$ cat src/rtl/pipe_stage_reg.sv
// pipe_stage_reg: generic pipeline stage register with valid/ready handshake,
// synchronous flush with selective bit retention (KEEP_MASK), and an optional
// skid entry.
//
// Build option: define PIPE_STAGE_SKID_EN to compile in the skid entry.
//   - defined:   two entries (main + skid), in_ready depends only on registered
//                state and flush, count ranges 0..2, a released stall costs no
//                bubble.
//   - undefined: single entry, in_ready follows out_ready combinationally,
//                count[1] is always 0.
//
// Handshake: a payload moves across a port on a rising CLK edge exactly when
// both valid and ready are high in that cycle (in_valid & in_ready on the
// input side, out_valid & out_ready on the output side). A producer holding
// valid must keep its data stable until the transfer; this stage does the same
// on its output: once out_valid rises, out_data holds until it is taken or a
// flush squashes it.
module pipe_stage_reg #(
    parameter int               WIDTH     = 64,
    parameter logic [WIDTH-1:0] KEEP_MASK = '0
) (
    input  logic             CLK,
    input  logic             nRST,
    input  logic             in_valid,
    output logic             in_ready,
    input  logic [WIDTH-1:0] in_data,
    output logic             out_valid,
    input  logic             out_ready,
    output logic [WIDTH-1:0] out_data,
    input  logic             flush,
    input  logic             flush_keep,
    output logic [1:0]       count
);

    // Main entry: always the one presented to the consumer.
    logic             main_valid;
    logic [WIDTH-1:0] main_data;

    logic in_xfer;
    logic out_xfer;

    assign out_valid = main_valid;
    assign out_data  = main_data;
    assign in_xfer   = in_valid & in_ready;
    assign out_xfer  = main_valid & out_ready;

`ifdef PIPE_STAGE_SKID_EN

    // Skid entry: catches the payload accepted while main is stalled.
    logic             skid_valid;
    logic [WIDTH-1:0] skid_data;

    // Ready is a function of registered state and flush only; a flush always
    // consumes the input so the squash can never back up the producer.
    assign in_ready = nRST & (flush | ~skid_valid);

    // Skid implies main is full, so occupancy is encoded directly.
    assign count = {skid_valid, main_valid & ~skid_valid};

    // Entry update: reset, then flush (with optional kept bubble), then normal flow.
    always_ff @(posedge CLK) begin
        if (!nRST) begin
            main_valid <= 1'b0;
            main_data  <= '0;
            skid_valid <= 1'b0;
            skid_data  <= '0;
        end else if (flush) begin
            skid_valid <= 1'b0;
            skid_data  <= '0;
            if (flush_keep && in_valid) begin
                main_valid <= 1'b1;
                main_data  <= in_data & KEEP_MASK;
            end else begin
                main_valid <= 1'b0;
                main_data  <= '0;
            end
        end else if (skid_valid) begin
            // in_ready is low here, so only the skid-to-main move can happen.
            if (out_xfer) begin
                main_data  <= skid_data;
                skid_valid <= 1'b0;
            end
        end else if (!main_valid) begin
            if (in_xfer) begin
                main_valid <= 1'b1;
                main_data  <= in_data;
            end
        end else begin
            if (out_xfer && in_xfer) begin
                main_data <= in_data;
            end else if (out_xfer) begin
                main_valid <= 1'b0;
            end else if (in_xfer) begin
                skid_valid <= 1'b1;
                skid_data  <= in_data;
            end
        end
    end

`else

    // Single entry: space frees up in the same cycle the consumer takes main.
    assign in_ready = nRST & (flush | ~main_valid | out_ready);

    assign count = {1'b0, main_valid};

    // Entry update: reset, then flush (with optional kept bubble), then normal flow.
    always_ff @(posedge CLK) begin
        if (!nRST) begin
            main_valid <= 1'b0;
            main_data  <= '0;
        end else if (flush) begin
            if (flush_keep && in_valid) begin
                main_valid <= 1'b1;
                main_data  <= in_data & KEEP_MASK;
            end else begin
                main_valid <= 1'b0;
                main_data  <= '0;
            end
        end else if (in_xfer) begin
            main_valid <= 1'b1;
            main_data  <= in_data;
        end else if (out_xfer) begin
            main_valid <= 1'b0;
        end
    end

`endif

endmodule

$ cat config.mk
export PLATFORM = sky130hd
export DESIGN_NAME = pipe_stage_reg
export DESIGN_NICKNAME = d
export VERILOG_FILES = /design/src/rtl/pipe_stage_reg.sv
export SDC_FILE = /design/constraint.sdc
export NUM_CORES = 1
export LEC_CHECK = 0
export ABC_AREA = 1
export CAP_MARGIN = 40
export CORE_MARGIN = 2
export CORE_UTILIZATION = 45
export CTS_BUF_LIST = sky130_fd_sc_hd__clkbuf_4
export DETAILED_ROUTE_END_ITERATION = 8
export PLACE_DENSITY = 0.9
export SLEW_MARGIN = 20
export SYNTH_ARGS = -nofsm -noshare
export SYNTH_HDL_FRONTEND = slang
export SYNTH_SLANG_ARGS = --single-unit
$ cat constraint.sdc
create_clock -name CLK -period 1.1 [get_ports CLK]
set_input_delay 0.22 -clock CLK [delete_from_list [all_inputs] [get_ports CLK]]
set_output_delay 0.22 -clock CLK [all_outputs]
set_load 0.05 [all_outputs]
Yosys cells after proc, flatten, opt, wreduce, memory -nomap -nowiden. Index checks and enable logic that the tools add are counted.

Muxes and demuxes: 4. Bitwise gates (word level): 7. Reductions and logical operators: 3.

Operators with widths (number): $mux 1 (4); $and 1x1->1 (3); $reduce_bool 3->1 (1); $not 1->1 (2); $or 1x1->1 (2); $reduce_or 2->1 (1); $logic_and 1x1->1 (1).

Flip-flop bits (word level): 65. Input bits: 70. Output and inout port bits: 68. Word-level logic and storage cells: 16.

Longest topological paths before layout.
Word-level depth: 7. Mapped depth: 7. Depth with buffers taken out: 6.

Worst setup path before layout. No wires, ideal clock.

Path kind: reg2out. From: register main_valid, in the netlist out_valid. To: output in_ready. Data arrival time: 1.312 ns. Required time: 0.880 ns. Path slack: -0.432 ns. Cell stages (with the launch flop): 5. Path buffers: 1. Cells stage by stage: dfxtp_1 nand3_2 clkbuf_1 nand2_1 inv_1.

Word-level cells in the longest chain between the ends: 4.

RTL lines: from (decl) (line 36) `logic main_valid;`; from (signal assigned) (line 110) `main_valid <= 1'b0;`; from (signal assigned) (line 114) `main_valid <= 1'b1;`; from (signal assigned) (line 117) `main_valid <= 1'b0;`; $not 1->1 (line 103) `assign in_ready = nRST & (flush | ~main_valid | out_ready);`; $or 1x1->1 (2 in a row) (line 103); $and 1x1->1 (line 103); to (decl) (line 25) `output logic in_ready,`.

No other way between the ends.

Worst setup path after layout.
From: input flush. To: output in_ready.

Word-level cells in the longest chain between the ends: 3.

RTL lines: from (decl) (line 30) `input logic flush,`; $or 1x1->1 (2 in a row) (line 103); $and 1x1->1 (line 103).

No other way between the ends.

==> run_summary.xml <==
<?xml version="1.0" encoding="UTF-8"?>
<metrics>
  <group name="run_status">
    <metric name="status" unit="">finished with violations</metric>
    <metric name="violations" unit="">setup timing</metric>
  </group>
  <group name="worst_setup_path">
    <metric name="worst_path_max_delay_cell" unit="">sky130_fd_sc_hd__clkdlybuf4s50_1</metric>
    <metric name="r2r.worst_path.cells" unit="">8</metric>
    <metric name="critPathMaxStageDelay" unit="ns">0.44</metric>
    <metric name="cp-end-kind" unit="">primary output</metric>
    <metric name="timing.critical_path.cells" unit="">clkdlybuf4s50_1 &gt; inv_2 &gt; nand3_4 &gt; buf_6 &gt; nand2_4 &gt; clkinvlp_4 &gt; buf_8</metric>
    <metric name="cp.required" unit="ns">0.88</metric>
    <metric name="timing.critical_path.fanout_max" unit="">2</metric>
    <metric name="startpoint_type" unit="">input pin</metric>
    <metric name="timing_worst_setup_path_type" unit="">input pin to primary output</metric>
    <metric name="critical_path_arrival" unit="ns">1.23</metric>
  </group>
  <group name="drt">
    <metric name="avgViaCountPerCell" unit="">4.65</metric>
    <metric name="routed_wl" unit="um">10800</metric>
    <metric name="num_vias" unit="">3783</metric>
    <metric name="avgRoutedWirePerCell" unit="um">13.3</metric>
    <metric name="drc_violations_left" unit="">0</metric>
    <metric name="detail_route.first_pass.iterations" unit="">4</metric>
    <metric name="antenna_left" unit="">0</metric>
    <metric name="drt_iter0_drc" unit="">140</metric>
  </group>
  <group name="die">
    <metric name="floorplan.die.width" unit="um">90.5</metric>
    <metric name="ioPinCount" unit="">138</metric>
    <metric name="initial_core_util" unit="">0.465</metric>
    <metric name="overall_die_height" unit="um">90.5</metric>
    <metric name="die_area" unit="um2">8200</metric>
    <metric name="floorplan.rows" unit="">31</metric>
    <metric name="core-area" unit="um2">7250</metric>
  </group>
  <group name="grt">
    <metric name="total_grt_overflow" unit="">0</metric>
    <metric name="total_grt_usage" unit="">0.268</metric>
    <metric name="grt_pass1_wl" unit="um">17800</metric>
    <metric name="grt_max_degree" unit="">66</metric>
    <metric name="grt_pass1_vias" unit="">3806</metric>
    <metric name="antenna_found_initial" unit="">0</metric>
  </group>
  <group name="layout">
    <metric name="finalNetCount" unit="">780</metric>
    <metric name="area_delta_synth_final" unit="%">75.6</metric>
    <metric name="most_common_library_cell_in_the_layout_ignoring_fill_and_taps" unit="">sky130_fd_sc_hd__inv_1</metric>
    <metric name="layout.cells.most_common_list" unit="">sky130_fd_sc_hd__inv_1, sky130_fd_sc_hd__nand2_1, sky130_fd_sc_hd__buf_12</metric>
    <metric name="drive_gt1_frac" unit="">0.267</metric>
    <metric name="antenna_cells_inserted" unit="">0</metric>
  </group>
  <group name="clock_tree">
    <metric name="worst_skew_pair.late_latency" unit="ns">0.39</metric>
    <metric name="cts_num_sinks" unit="">65</metric>
    <metric name="postCtsHoldBufs" unit="">0</metric>
    <metric name="library_cell_used_as_clock_root_buffer" unit="">sky130_fd_sc_hd__clkbuf_4</metric>
    <metric name="h-tree-depth" unit="">3</metric>
    <metric name="tritoncts" unit="">built</metric>
    <metric name="clock_transition_time_at_the_flip_flop_clock_pins_of_the_worst_setup_and_hold_paths" unit="ns">0.11</metric>
    <metric name="numCtsBuffers" unit="">9</metric>
    <metric name="max-clock-path-buffers" unit="">2</metric>
  </group>
  <group name="yosys">
    <metric name="yosys_warnings" unit="">0</metric>
    <metric name="synthesis.instances" unit="">561</metric>
    <metric name="number_of_distinct_library_cells_after_synthesis" unit="">15</metric>
    <metric name="ys_seq_area_frac" unit="">0.386</metric>
    <metric name="syn-mean-instance-area" unit="um2">6.01</metric>
    <metric name="postSynthRegisterBits" unit="">65</metric>
    <metric name="synth_top_cells_by_area" unit="">sky130_fd_sc_hd__dfxtp_1, sky130_fd_sc_hd__inv_1, sky130_fd_sc_hd__nand2_1</metric>
    <metric name="post-synth-top-area-fraction" unit="">0.386</metric>
    <metric name="syn-cell-area" unit="um2">3370</metric>
    <metric name="yosys.area.top_type" unit="">sky130_fd_sc_hd__dfxtp_1</metric>
    <metric name="syn-num-nets" unit="">631</metric>
  </group>
  <group name="timing">
    <metric name="slew_violations" unit="">0</metric>
    <metric name="setup_tns" unit="ns">-18.10</metric>
    <metric name="hold_viol" unit="">0</metric>
    <metric name="setup_repair_after_global_routing_missed_its_margin" unit="">true</metric>
    <metric name="fin_crit_sh" unit="">1.32</metric>
    <metric name="timing.fmax" unit="MHz">688</metric>
    <metric name="finClkSkew" unit="ns">0.0118</metric>
    <metric name="fin_ws" unit="ns">-0.354</metric>
    <metric name="clock_period_minus_worst_slack" unit="ns">1.45</metric>
    <metric name="setup_viol_count_final" unit="">129</metric>
  </group>
  <group name="job">
    <metric name="max_cap_viol_count" unit="">0</metric>
  </group>
  <group name="hold_path">
    <metric name="min-delay-path-class" unit="">input pin to flop</metric>
    <metric name="whs_path_depth" unit="">3</metric>
  </group>
  <group name="power">
    <metric name="power.ir.vdd_worst" unit="V">0.000513</metric>
    <metric name="power.density_cell_area" unit="nW/um2">920</metric>
    <metric name="totalPowerFinal" unit="W">0.00544</metric>
    <metric name="leakagePower" unit="nW">2.95</metric>
  </group>
  <group name="placed_design">
    <metric name="port_buffers" unit="">136</metric>
    <metric name="gpl_congestion" unit="">0.764</metric>
    <metric name="place.detailed.hpwl" unit="um">7670</metric>
  </group>
</metrics>
==> registers in the layout, indices dropped and copies added, names as in the netlist <==
signal     count
out_valid      1
out_data      64
==> critical path: cells and delay by family <==
family        cells  cell delay (ns)
simple gates      2             0.14
buf+inv           5             0.88
==> per-stage QoR <==
stage	cell area, um2	util	hold WS (ns)	instances	setup WS, ns
after floorplan	3410	-	0.390	561	-0.113
after global placement	5550	0.765	0.531	778	-0.424
after detailed placement	5550	0.765	0.537	778	-0.502
after CTS	5850	0.806	0.218	807	-0.370
after global routing	5920	0.816	0.223	814	-0.414
final	5920	0.816	0.234	814	-0.354
==> power by group <==
group          leakage [nW]  total (W)  switching [W]  internal, W
clock network        0.0655    0.00133       0.000837     0.000492
registers             0.560    0.00253      0.0000885      0.00244
logic                  2.32    0.00158       0.000814     0.000770
total                  2.95    0.00544        0.00174      0.00370
==> area by class of cell <==
cell class | instances | area, um2
well taps | 99 | 124
repair buffers | 173 | 2360
inverters | 196 | 739
flip-flops and latches | 65 | 1400
multi-input cells | 265 | 1190
clock buffers | 11 | 82.6
clock inverters | 5 | 22.5
fillers | 455 | 1340
==> layer usage <==
metal / up-vias / GRT usage / part of all wire / routed length (um)
li1: 1892 / - / - / -
met1: 1711 / 0.285 / 0.37 / 3960
met2: 152 / 0.501 / 0.54 / 5880
met3: 28 / 0.0576 / 0.060 / 649
met4: 0 / 0.122 / 0.031 / 340
met5: - / 0 / 0 / 0
==> path summary, 6_finish.rpt <==
check | start | endpoint | slack (ns)
max | flush | in_ready | -0.35
min | nRST | out_valid$_SDFFE_PN0P_ | 0.23
max reg2reg | out_valid$_SDFFE_PN0P_ | out_data[34]$_SDFFE_PP0P_ | -0.25
min reg2reg | out_data[47]$_SDFFE_PP0P_ | out_data[47]$_SDFFE_PP0P_ | 0.54
==> synth_stat cells <==
library cell               number
sky130_fd_sc_hd__inv_1        195
sky130_fd_sc_hd__nand2_1      131
sky130_fd_sc_hd__dfxtp_1       65
sky130_fd_sc_hd__nand4_1       64
sky130_fd_sc_hd__nor2_1        64
sky130_fd_sc_hd__buf_2         13
sky130_fd_sc_hd__clkbuf_1      12
sky130_fd_sc_hd__buf_1          8
sky130_fd_sc_hd__buf_4          2
sky130_fd_sc_hd__nand3_2        2
sky130_fd_sc_hd__a21oi_1        1
sky130_fd_sc_hd__conb_1         1
sky130_fd_sc_hd__inv_2          1
sky130_fd_sc_hd__nor2_4         1
sky130_fd_sc_hd__o21ai_0        1
==> timing repair <==
item	in CTS	in global routing
buffers inserted	14	7
gates resized for setup	68	7
setup endpoints to repair	131	131
==> kinds of logic (layout without fill, tap and decap cells) <==
group                  Yosys count  in the layout  share of synthesized area
DFF                             65             65                      0.386
and+or+nand+nor                262            262                      0.345
other                            1              1                    0.00111
buffers and inverters          231            385                      0.264
AOI/OAI and AO/OA                2              2                    0.00297
Note: power is estimated with default switching activity, not from simulation.
